===== config.mk =====
export PLATFORM = sky130hd
export DESIGN_NAME = run_control_sequencer_flat
export DESIGN_NICKNAME = d
export VERILOG_FILES = /design/src/rtl/run_control_sequencer_if.sv /design/src/rtl/run_control_sequencer.sv /design/src/flat_wrapper.sv
export SDC_FILE = /design/constraint.sdc
export NUM_CORES = 1
export LEC_CHECK = 0
export ABC_AREA = 1
export ABC_CLOCK_PERIOD_IN_PS = 3390
export CAP_MARGIN = 25
export CORE_UTILIZATION = 50
export DETAILED_ROUTE_END_ITERATION = 8
export PLACE_DENSITY = 0.72
export SETUP_SLACK_MARGIN = 0.2
export SLEW_MARGIN = 10
export SYNTH_ARGS = -nofsm -noshare
export SYNTH_HDL_FRONTEND = slang
export SYNTH_SLANG_ARGS = --single-unit

===== constraint.sdc =====
create_clock -name clk -period 3.39 [get_ports clk]
set_input_delay 0.339 -clock clk [delete_from_list [all_inputs] [get_ports clk]]
set_output_delay 0.339 -clock clk [all_outputs]
set_load 0.05 [all_outputs]

===== src/rtl/run_control_sequencer_if.sv =====
// Run-control bundle between the bench/top level and the sequencer.
// master = stimulus side, slave = sequencer side.
interface run_control_sequencer_if #(
  parameter int CNT_W = 16
);
  logic             start;
  logic             pause;
  logic             halt_req;
  logic             progress;
  logic             precharge;
  logic             run_en;
  logic             finish;
  logic             done;
  logic             timeout;
  logic [CNT_W-1:0] cycle_count;

  modport master (
    output start, pause, halt_req, progress,
    input  precharge, run_en, finish, done,
    input  timeout, cycle_count
  );

  modport slave (
    input  start, pause, halt_req, progress,
    output precharge, run_en, finish, done,
    output timeout, cycle_count
  );
endinterface


===== src/rtl/run_control_sequencer.sv =====
// DataPath run controller: precharge -> run -> finish -> done.
// Optional watchdog on missing progress: define RUN_CTRL_WATCHDOG_EN.
module run_control_sequencer #(
  parameter int CNT_W            = 16,
  parameter int PRECHARGE_CYCLES = 2,
  parameter int MAX_CYCLES       = 225,
  parameter int FINISH_CYCLES    = 1,
  parameter int WDOG_CYCLES      = 32
) (
  input logic                  clk,
  input logic                  reset,
  run_control_sequencer_if.slave bus
);

  if (longint'(MAX_CYCLES) > ((longint'(1) << CNT_W) - 1)) begin : g_bad_max
    $error("MAX_CYCLES does not fit in CNT_W bits");
  end

  typedef enum logic [2:0] {
    IDLE,
    PRECHARGE,
    RUN,
    FINISH,
    DONE
  } state_t;

  localparam int PH_W     = 16;
  localparam int PRE_LAST =
    (PRECHARGE_CYCLES > 0) ? PRECHARGE_CYCLES - 1 : 0;
  localparam int FIN_LAST =
    (FINISH_CYCLES > 1) ? FINISH_CYCLES - 1 : 0;

  state_t           state;
  logic [PH_W-1:0]  phase;
  logic [CNT_W-1:0] count;
  logic [CNT_W-1:0] count_nx;
  logic             pre_q;
  logic             fin_q;
  logic             done_q;
  logic             to_q;
  logic             budget_hit;
  logic             wdog_hit;

  assign count_nx   = count + CNT_W'(1);
  assign budget_hit = ~bus.pause &
                      (count_nx == CNT_W'(MAX_CYCLES));

`ifdef RUN_CTRL_WATCHDOG_EN
  logic [15:0] idle;
  logic [15:0] idle_nx;

  assign idle_nx  = idle + 16'd1;
  assign wdog_hit = ~bus.progress & ~bus.pause &
                    (idle_nx == 16'(WDOG_CYCLES));
`else
  logic unused_progress;

  assign unused_progress = bus.progress;
  assign wdog_hit        = 1'b0;
`endif

  always_ff @(posedge clk or posedge reset) begin
    if (reset) begin
      state  <= IDLE;
      phase  <= '0;
      count  <= '0;
      pre_q  <= 1'b0;
      fin_q  <= 1'b0;
      done_q <= 1'b0;
      to_q   <= 1'b0;
`ifdef RUN_CTRL_WATCHDOG_EN
      idle   <= '0;
`endif
    end else begin
      unique case (state)
        IDLE, DONE: begin
          if (bus.start) begin
            count  <= '0;
            to_q   <= 1'b0;
            phase  <= '0;
            done_q <= 1'b0;
`ifdef RUN_CTRL_WATCHDOG_EN
            idle   <= '0;
`endif
            if (PRECHARGE_CYCLES == 0) begin
              state <= RUN;
            end else begin
              state <= PRECHARGE;
              pre_q <= 1'b1;
            end
          end
        end
        PRECHARGE: begin
          if (phase == PH_W'(PRE_LAST)) begin
            state <= RUN;
            pre_q <= 1'b0;
            phase <= '0;
`ifdef RUN_CTRL_WATCHDOG_EN
            idle  <= '0;
`endif
          end else begin
            phase <= phase + 1'b1;
          end
        end
        RUN: begin
          if (~bus.pause) count <= count_nx;
`ifdef RUN_CTRL_WATCHDOG_EN
          if (bus.progress) idle <= '0;
          else if (~bus.pause) idle <= idle_nx;
`endif
          // halt wins over budget/watchdog; only timeout differs
          if (bus.halt_req | budget_hit | wdog_hit) begin
            state <= FINISH;
            fin_q <= 1'b1;
            phase <= '0;
            to_q  <= ~bus.halt_req;
          end
        end
        FINISH: begin
          if (phase == PH_W'(FIN_LAST)) begin
            state  <= DONE;
            fin_q  <= 1'b0;
            done_q <= 1'b1;
          end else begin
            phase <= phase + 1'b1;
          end
        end
        default: state <= IDLE;
      endcase
    end
  end

  assign bus.precharge   = pre_q;
  assign bus.finish      = fin_q;
  assign bus.done        = done_q;
  assign bus.timeout     = to_q;
  assign bus.cycle_count = count;
  assign bus.run_en      = (state == RUN) & ~bus.pause;

endmodule

===== src/flat_wrapper.sv =====
// flat-port wrapper written by rule: the top's interface ports become plain ports
module run_control_sequencer_flat 
#(
  parameter int CNT_W            = 16,
  parameter int PRECHARGE_CYCLES = 2,
  parameter int MAX_CYCLES       = 225,
  parameter int FINISH_CYCLES    = 1,
  parameter int WDOG_CYCLES      = 32
)
  (clk, reset, bus_start, bus_pause, bus_halt_req, bus_progress, bus_precharge, bus_run_en, bus_finish, bus_done, bus_timeout, bus_cycle_count);
  run_control_sequencer_if #(.CNT_W(CNT_W)) bus_i ();
  input logic clk;
  input logic reset;
  input wire logic [$bits(bus_i.start)-1:0] bus_start;
  input wire logic [$bits(bus_i.pause)-1:0] bus_pause;
  input wire logic [$bits(bus_i.halt_req)-1:0] bus_halt_req;
  input wire logic [$bits(bus_i.progress)-1:0] bus_progress;
  output wire logic [$bits(bus_i.precharge)-1:0] bus_precharge;
  output wire logic [$bits(bus_i.run_en)-1:0] bus_run_en;
  output wire logic [$bits(bus_i.finish)-1:0] bus_finish;
  output wire logic [$bits(bus_i.done)-1:0] bus_done;
  output wire logic [$bits(bus_i.timeout)-1:0] bus_timeout;
  output wire logic [$bits(bus_i.cycle_count)-1:0] bus_cycle_count;
  assign bus_i.start = bus_start;
  assign bus_i.pause = bus_pause;
  assign bus_i.halt_req = bus_halt_req;
  assign bus_i.progress = bus_progress;
  assign bus_precharge = bus_i.precharge;
  assign bus_run_en = bus_i.run_en;
  assign bus_finish = bus_i.finish;
  assign bus_done = bus_i.done;
  assign bus_timeout = bus_i.timeout;
  assign bus_cycle_count = bus_i.cycle_count;
  run_control_sequencer #(.CNT_W(CNT_W), .PRECHARGE_CYCLES(PRECHARGE_CYCLES), .MAX_CYCLES(MAX_CYCLES), .FINISH_CYCLES(FINISH_CYCLES), .WDOG_CYCLES(WDOG_CYCLES)) u_core (.clk(clk), .reset(reset), .bus(bus_i));
endmodule

# --- After elaboration in Yosys (flattened, before gate mapping) ---
# Index checks and enable logic that the tools add are counted.
word_totals:
  in_bits: 6
  wordCells: 64
  register_bits: 39
  out_inout_bits: 21
op_classes:
  addsub: 2
  eq_ne: 12
  bitwise_logic: 5
  n_reduce_logical: 15
  n_mux: 23
ops:
  columns: ["op", "count"]
  rows:
  - ["two-way mux 16 bit", 5]
  - ["case mux 16 bit (4 select lines)", 1]
  - ["adder 16 x 1 -> 16 bit (second input constant)", 2]
  - ["case mux 16 bit (2 select lines)", 1]
  - ["equality test 16 x 1 -> 1 bit (second input constant)", 1]
  - ["equality test 16 x 8 -> 1 bit (second input constant)", 1]
  - ["logical NOT 16 bit", 1]
  - ["AND reduction 3 bit", 5]
  - ["two-way mux 3 bit", 4]
  - ["case mux 3 bit (4 select lines)", 1]
  - ["case mux 1 bit (2 select lines)", 4]
  - ["AND reduction 4 bit", 2]
  - ["nonzero test 2 bit", 4]
  - ["two-way mux 1 bit", 7]
  - ["equality test 3 x 2 -> 1 bit (second input constant)", 2]
  - ["!= test 2 x 1 -> 1 bit (second input constant)", 3]
  - ["!= test 2 bit (second input constant)", 3]
  - ["nonzero test 4 bit", 1]
  - ["equality test 3 x 1 -> 1 bit (second input constant)", 1]
  - ["equality test 3 bit (second input constant)", 1]
  - ["logical NOT 3 bit", 1]
  - ["bitwise AND 1 bit", 2]
  - ["NOT 1 bit", 2]
  - ["OR reduction 2 bit", 1]
  - ["OR 1 bit", 1]

# --- Longest topological paths before layout ---
# Gate-level depths: netlist of the first run.
logic_depth:
  ltp_word: 6
  ltp_mapped: 15
  ltp_nobuf: 14

# --- Least setup slack after synthesis of the first run ---
# Ideal clock, no wire load.
synth_path:
  path_kind: "register -> register"
  start: "register u_core.count[0] (netlist: u_core.bus.cycle_count[0])"
  end: "register u_core.phase[7]"
  period_less_slack_ps: 2325
  t_arrival_ps: 2209
  path_stages_with_launch: 16
  slack_ps: 1065
  path_buffers: 1
  required_time_ps: 3273
  setup_ps: 117
  path_cell_list: "dfrtp_1 ha_1 nand2_1 nor2_4 nand2_1 nand2_1 nand2_1 nor2_1 nand2_1 nor2_1 nand3_2 nand2_4 nand3_4 buf_6 nand2_2 nand2_1"
synth_between:
  elab_chain_len: 6
synth_lines:
  columns: ["item", "line_no", "source"]
  rows:
  - ["start: declaration", "run_control_sequencer.sv:35", "logic [CNT_W-1:0] count;"]
  - ["start signal: assignment", "run_control_sequencer.sv:106", "if (~bus.pause) count <= count_nx;"]
  - ["adder 16 x 1 -> 16 bit", "run_control_sequencer.sv:44", "assign count_nx = count + CNT_W'(1);"]
  - ["equality test 16 x 8 -> 1 bit", "run_control_sequencer.sv:46", "(count_nx == CNT_W'(MAX_CYCLES));"]
  - ["bitwise AND 1 bit", "run_control_sequencer.sv:45", "assign budget_hit = ~bus.pause &"]
  - ["OR 1 bit", "run_control_sequencer.sv:112", "if (bus.halt_req | budget_hit | wdog_hit) begin"]
  - ["!= test 2 x 1 -> 1 bit (no source line)", null, null]
  - ["AND reduction 4 bit (no source line)", null, null]
  - ["end signal: assignment", "run_control_sequencer.sv:102", "phase <= phase + 1'b1;"]
  - ["end signal: assignment", "run_control_sequencer.sv:125", "phase <= phase + 1'b1;"]
  - ["end: declaration", "run_control_sequencer.sv:34", "logic [PH_W-1:0] phase;"]
# Every way passes these cells.
# A chain may end at the register's enable or synchronous reset.

# --- Final worst setup path of the first run ---
layout_path:
  start: "register u_core.state[2]"
  end: "output bus_run_en"
layout_between:
  elab_chain_len: 2
layout_lines:
  columns: ["item", "line_no", "source"]
  rows:
  - ["start: declaration", "run_control_sequencer.sv:33", "state_t state;"]
  - ["start signal: assignment", "run_control_sequencer.sv:64", "state <= IDLE;"]
  - ["start signal: assignment", "run_control_sequencer.sv:86", "state <= RUN;"]
  - ["start signal: assignment", "run_control_sequencer.sv:88", "state <= PRECHARGE;"]
  - ["equality test 3 x 2 -> 1 bit", "run_control_sequencer.sv:138", "assign bus.run_en = (state == RUN) & ~bus.pause;"]
  - ["bitwise AND 1 bit", "run_control_sequencer.sv:138", null]
  - ["end: declaration", "flat_wrapper.sv:19", "output wire logic [$bits(bus_i.run_en)-1:0] bus_run_en;"]
# Every way passes these cells.

==> impl_metrics.env, run 1 <==
export IMPL_clock_path_buffers=2
export IMPL_htreeDepth=2
export IMPL_drc=0
export IMPL_crit_path_end_kind="output port"
export IMPL_syn_avg_cell_area_sq_um=6.94
export IMPL_drive_gt1_share_pct=9.72
export IMPL_skew_ns=0.00421
export IMPL_insertion_delay_ns=0.29
export IMPL_tritoncts="built"
export IMPL_yosysSeqAreaShare_pct=39.0
export IMPL_clkTransAtPathRegs_ns=0.08
export IMPL_slew_viol_final=0
export IMPL_worst_ir_drop_vdd_mv=0.602
export IMPL_grt_usage_pct=22.7
export IMPL_p_sw_share_pct=43.7
export IMPL_hold_violations=0
export IMPL_worst_setup_path_type="flip-flop to output port"
export IMPL_syn_inst=360
export IMPL_drv_cap=0
export IMPL_ys_ff_latch=39
export IMPL_n_antenna_cell=0
export IMPL_whs_ns=0.461
export IMPL_clkPwrFrac_pct=23.6
export IMPL_finish_cell_count_without_fillers=458
export IMPL_netlist_area_leader_share_pct=39.0
export IMPL_period_share_pct=79.7
export IMPL_yosys_warnings=0
export IMPL_post_synth_num_cell_types=29
export IMPL_grt_pass1_vias=2104
export IMPL_first_pass_iters=4
export IMPL_portBuffers=25
export IMPL_worst_pin_slew_ns=0.657
export IMPL_slew_headroom_pct=56.1
export IMPL_synth_ff_type="dfrtp_1"
export IMPL_synthArstFlopShare_pct=100
export IMPL_rows=25
export IMPL_root_buffer="clkbuf_8"
export IMPL_synth_nets=371
export IMPL_antenna_found_initial=0
export IMPL_place_inst=450
export IMPL_yosysMostFrequentCell="nand2_1"
export IMPL_grt_overflow_total=0
export IMPL_avgViaCountPerCell=5.14
export IMPL_cts_buffers=5
export IMPL_clock_sinks=39
export IMPL_grt_max_degree=40
export IMPL_fin_util_pct=61.9
export IMPL_wl_per_cell_um=12.1
export IMPL_synth_area_sq_mm=0.00250
export IMPL_synth_edf_count=0
export IMPL_drt_total_wl_mm=5.55
export IMPL_netlist_top_cells_count="nand2_1 (115), inv_1 (52), dfrtp_1 (39)"
export IMPL_switching_power_w=0.000762
export IMPL_p_leak_nw=1.42
export IMPL_critPathRequiredTime_ns=3.05
export IMPL_worstPathArrival_ns=2.36
export IMPL_cts_resized_gates=0
export IMPL_place_gp_congestion=0.824
export IMPL_startpoint_type="flip-flop"
export IMPL_combPwrFrac_pct=43.1
export IMPL_dieHeight_um=72.7
export IMPL_die_area_sq_mm=0.00529
export IMPL_fp_dieW_um=72.7
export IMPL_io_pins=27
export IMPL_num_vias=2356
export IMPL_dpl_hpwl_mm=4.02
export IMPL_p_int_w=0.000981
export IMPL_post_cts_buffers=0
export IMPL_dpl_cell_area_sq_mm=0.00282
export IMPL_syn2layout_area_growth_pct=17.7
export IMPL_seqPwrFrac_pct=33.3
export IMPL_design_area_sq_mm=0.00294
export IMPL_hp_class="input port to async pin"
export IMPL_rsz0062_at_grt="no"
export IMPL_ant_nets=0
export IMPL_finalSetupViolCount=0
export IMPL_synth_top_cell_by_area="dfrtp_1"
export IMPL_cp_max_fo=7
export IMPL_post_route_min_period_ns=2.70
export IMPL_power_density_mw_per_mm2=593
export IMPL_fmax_ghz=0.370
export IMPL_core_sq_mm=0.00475
export IMPL_tns_ns=0
export IMPL_first_iter_violations=175
export IMPL_synth_area_top_cells="dfrtp_1 (39%), nand2_1 (17%), inv_1 (7.8%)"
export IMPL_initial_utilization_pct=52.6
export IMPL_grt_pass1_wl_mm=9.35
export IMPL_nets=401
export IMPL_status="completed"
export IMPL_hold_buffers=0
[flip-flops by register name, indices dropped and copies added (netlist names)]
signal / count
u_core.bus.cycle_count: 16
u_core.bus.done: 1
u_core.bus.finish: 1
u_core.bus.precharge: 1
u_core.bus.timeout: 1
u_core.phase: 16
u_core.state: 3
[cells by family after synthesis]
group	share of synthesized area, %
buf+inv	8.96
compound gates	6.61
simple gates	42.5
fa+ha+maj	2.50
flops	39.0
xor+xnor	0.350
[worst paths after layout]
| check | startpoint | end | slack, ns | cells past startpoint |
|---|---|---|---|---|
| setup / recovery | u_core.state[2] | bus_run_en | 0.69 | 6 |
| hold / removal | reset | u_core.phase[4] | 0.46 | 3 |
| setup reg to reg | u_core.state[2] | u_core.bus.cycle_count[4] | 0.98 | 10 |
| hold reg to reg | u_core.phase[14] | u_core.phase[14] | 0.48 | 2 |
| max in group asynchronous | reset | u_core.bus.cycle_count[10] | 2.59 | 3 |
| min in group clk | u_core.phase[14] | u_core.phase[14] | 0.48 | 2 |
[layout by cell type (no fill, tap or decap), types with 2 or more instances in the layout]
cell | synthesis | layout
o21ai_0 | 15 | 15
nand2_2 | 11 | 11
dfrtp_1 | 39 | 39
clkdlybuf4s50_1 | 0 | 25
buf_4 | 0 | 2
nand3b_1 | 2 | 2
nor2_1 | 28 | 28
or2_2 | 3 | 3
a21oi_1 | 6 | 6
nor2_4 | 4 | 4
nor3_1 | 3 | 3
ha_1 | 5 | 5
o21ai_1 | 4 | 4
inv_1 | 52 | 52
nor3_2 | 2 | 2
nand3_1 | 36 | 36
nand4_1 | 15 | 15
nand2_1 | 115 | 115
o22ai_1 | 4 | 4
clkbuf_8 | 0 | 6
nor2_2 | 4 | 4
[worst max-delay path: stages (launching register included)]
cell,delay [ns]
dfrtp_1,0.43
nor2_1,0.16
inv_1,0.08
nor2_2,0.26
inv_1,0.16
nor2_4,0.16
clkdlybuf4s50_1,0.82
[per-stage QoR]
stage               worst slack (ns)  total power (W)
floorplan                       1.06          0.00116
global route                   0.537          0.00185
CTS                            0.669          0.00176
global placement                1.04          0.00133
finish                         0.688          0.00174
detailed placement             0.993          0.00134
[power groups by stage]
stage / combinational (W) / clock [W] / sequential [W]
after floorplan: 0.000466 / 0 / 0.000698
after global placement: 0.000740 / 0 / 0.000585
after detailed placement: 0.000750 / 0 / 0.000590
after CTS: 0.000756 / 0.000421 / 0.000581
after global routing: 0.000826 / 0.000439 / 0.000589
final: 0.000751 / 0.000412 / 0.000580
[area by class of cell]
cell class / count / area, sq um
clock buffers: 6 / 82.6
clock inverters: 2 / 35.0
fillers: 429 / 1810
inverters: 53 / 199
multi-input cells: 264 / 1300
flip-flops and latches: 39 / 976
well taps: 67 / 83.8
repair buffers: 27 / 265
[metal layers]
| layer | track usage, % | vias to the layer above | wire [um] | part of all wire (%) |
|---|---|---|---|---|
| met2 | 36.7 | 62 | 2600 | 47 |
| met1 | 31.8 | 1084 | 2660 | 48 |
| met5 | 0 | - | 0 | 0 |
| met4 | 4.58 | 0 | 23 | 0.41 |
| li1 | - | 1208 | - | - |
| met3 | 4.56 | 2 | 267 | 4.8 |
Note: power is estimated with default switching activity, not from simulation.
==> run 2: changes to the inputs <==
--- a/config.mk
+++ b/config.mk
@@ -6,7 +6,7 @@
 export NUM_CORES = 1
 export LEC_CHECK = 0
 export ABC_AREA = 1
-export ABC_CLOCK_PERIOD_IN_PS = 3390
+export ABC_CLOCK_PERIOD_IN_PS = 2650
 export CAP_MARGIN = 25
 export CORE_UTILIZATION = 50
 export DETAILED_ROUTE_END_ITERATION = 8
==> constraint.sdc (replaced) <==
create_clock -name clk -period 2.65 [get_ports clk]
set_input_delay 0.265 -clock clk [delete_from_list [all_inputs] [get_ports clk]]
set_output_delay 0.265 -clock clk [all_outputs]
set_load 0.05 [all_outputs]
==> run 2 against run 1 <==
  * Sequential power up 28%
  * Clock skew up 0.0027 ns
  * Sequential cell count unchanged
  * Non-clock buffer count up 1
  * Hold slack worse by 0.051 ns
  * Via count up 0.21%
  * Total power up 22%
  * Routed wire length down 0.63%
  * Critical path type is now flip-flop to flip-flop
  * Largest cell class unchanged
==> impl_metrics.env, run 2 (synthesized netlist as in run 1, its figures left out) <==
export IMPL_status="completed"
export IMPL_core_sq_mm=0.00475
export IMPL_dpl_cell_area_sq_mm=0.00283
export IMPL_first_pass_iters=5
export IMPL_num_vias=2361
export IMPL_critical_path_max_stage_delay_ns=0.42
export IMPL_syn2layout_area_growth_pct=16.8
export IMPL_dieHeight_um=72.7
export IMPL_place_gp_congestion=0.815
export IMPL_grt_max_degree=40
export IMPL_drc=0
export IMPL_final_common_cell="nand2_1"
export IMPL_n_antenna_cell=0
export IMPL_hold_buffers=0
export IMPL_final_cell_mix="nand2_1 (115), inv_1 (52), dfrtp_1 (39)"
export IMPL_slew_viol_final=0
export IMPL_htreeDepth=2
export IMPL_avgViaCountPerCell=5.16
export IMPL_power_w=0.00213
export IMPL_p_leak_nw=1.41
export IMPL_fin_ws_ns=0.434
export IMPL_rsz0062_at_grt="no"
export IMPL_design_area_sq_mm=0.00292
export IMPL_tritoncts="built"
export IMPL_crit_path_end_kind="flip-flop"
export IMPL_startpoint_type="flip-flop"
export IMPL_wl_per_cell_um=12.0
export IMPL_clock_sinks=39
export IMPL_cp_cell_sequence="ha_1 -> nand2_1 -> nor2_4 -> nand2_1 -> nand2_1 -> nand2_1 -> nor2_1 -> nand2_1 -> nor2_1 -> nand3_2 -> nand2_4 -> nand3_4 -> nand2_1 -> nand2_1"
export IMPL_switching_power_w=0.000977
export IMPL_clkTransAtPathRegs_ns=0.08
export IMPL_fp_dieW_um=72.7
export IMPL_clock_path_buffers=2
export IMPL_period_share_pct=83.6
export IMPL_drv_cap=0
export IMPL_root_buffer="clkbuf_8"
export IMPL_grt_pass1_wl_mm=9.11
export IMPL_worst_ir_drop_vdd_mv=0.797
export IMPL_seqPwrFrac_pct=34.9
export IMPL_cp_top_family="simple AND/OR/NAND/NOR gates"
export IMPL_clkPwrFrac_pct=17.8
export IMPL_finalSetupViolCount=0
export IMPL_critPathRequiredTime_ns=2.83
export IMPL_cts_buffers=5
export IMPL_tns_ns=0
export IMPL_fmax_ghz=0.451
export IMPL_drive_gt1_share_pct=9.72
export IMPL_worst_pin_slew_ns=0.723
export IMPL_drt_total_wl_mm=5.51
export IMPL_p_int_w=0.00115
export IMPL_post_route_min_period_ns=2.22
export IMPL_portBuffers=25
export IMPL_dpl_hpwl_mm=3.85
export IMPL_hold_violations=0
export IMPL_whs_ns=0.410
export IMPL_cpMaxStageDelayCell="dfrtp_1"
export IMPL_cp_num_buf_inv=0
export IMPL_initial_utilization_pct=52.6
export IMPL_hp_class="input port to async pin"
export IMPL_grt_usage_pct=22.3
export IMPL_combPwrFrac_pct=47.3
export IMPL_grt_pass1_vias=2074
export IMPL_first_iter_violations=180
export IMPL_slew_headroom_pct=51.8
export IMPL_worst_setup_path_type="flip-flop to flip-flop"
export IMPL_nFillCells=462
export IMPL_skew_ns=0.00686
export IMPL_io_pins=27
export IMPL_power_density_mw_per_mm2=729
export IMPL_place_ws_ns=0.381
export IMPL_p_sw_share_pct=45.9
export IMPL_crit_top_cell="nand2_1"
export IMPL_cp_max_fo=11
export IMPL_grt_overflow_total=0
export IMPL_rows=25
export IMPL_insertion_delay_ns=0.29
export IMPL_worstPathArrival_ns=2.40
export IMPL_die_area_sq_mm=0.00529
export IMPL_ant_nets=0
export IMPL_nets=403
export IMPL_antenna_found_initial=0
## run 2: cell count changes in the layout (fill, tap and decap cells not counted)
cell	previous run	this run
clkdlybuf4s50_1	25	24
clkbuf_1	0	1
clkbuf_8	6	5
bufinv_16	1	0
buf_4	2	4
nand3_4	1	2
clkinv_2	1	0
## run 2: power by group through the flow
stage	clock, W	combinational [W]	sequential (W)
floorplan	0	0.000596	0.000893
global placement	0	0.000969	0.000750
detailed placement	0	0.000971	0.000753
CTS	0.000393	0.000978	0.000742
global route	0.000413	0.00111	0.000754
finish	0.000379	0.00101	0.000742
## run 2: final timing paths
path / startpoint / cells after the start / end / slack [ns]
hold reg to reg: u_core.phase[14] / 2 / u_core.phase[14] / 0.48
hold / removal: reset / 3 / u_core.bus.cycle_count[15] / 0.41
min in group clk: u_core.phase[14] / 2 / u_core.phase[14] / 0.48
setup / recovery: u_core.bus.cycle_count[0] / 14 / u_core.phase[14] / 0.43
setup reg to reg: u_core.bus.cycle_count[0] / 14 / u_core.phase[14] / 0.43
max in group asynchronous: reset / 3 / u_core.phase[6] / 1.88
## run 2: layer usage
metal	wire length (um)	track usage [%]	vias up
met2	2480	35.7	58
met1	2680	30.5	1083
met4	67	7.19	0
met5	0	0	-
met3	283	4.14	7
li1	-	-	1213
## run 2: area by class of cell
class | instances | area, sq um | share of cell area [%]
multi-input combinational | 265 | 1320 | 45.1
sequential | 39 | 976 | 33.4
clock buffer | 6 | 72.6 | 2.49
tap | 67 | 83.8 | 2.87
inverter | 53 | 199 | 6.82
timing repair buffer | 28 | 270 | 9.26
## run 2: metrics by stage
stage	instances	util [%]
after floorplan	360	-
after global placement	451	59.5
after detailed placement	451	59.5
after CTS	457	61.0
after global routing	458	61.4
final	458	61.4
## run 2: repair_timing
item,4_1_cts,5_1_grt
buffers inserted,0,0
gates resized for setup,0,1
setup endpoints to repair,0,16
## run 2: tightest hold or removal path, stage by stage
cell	delay, ns
clkdlybuf4s50_1	0.40
inv_1	0.05
buf_4	0.44
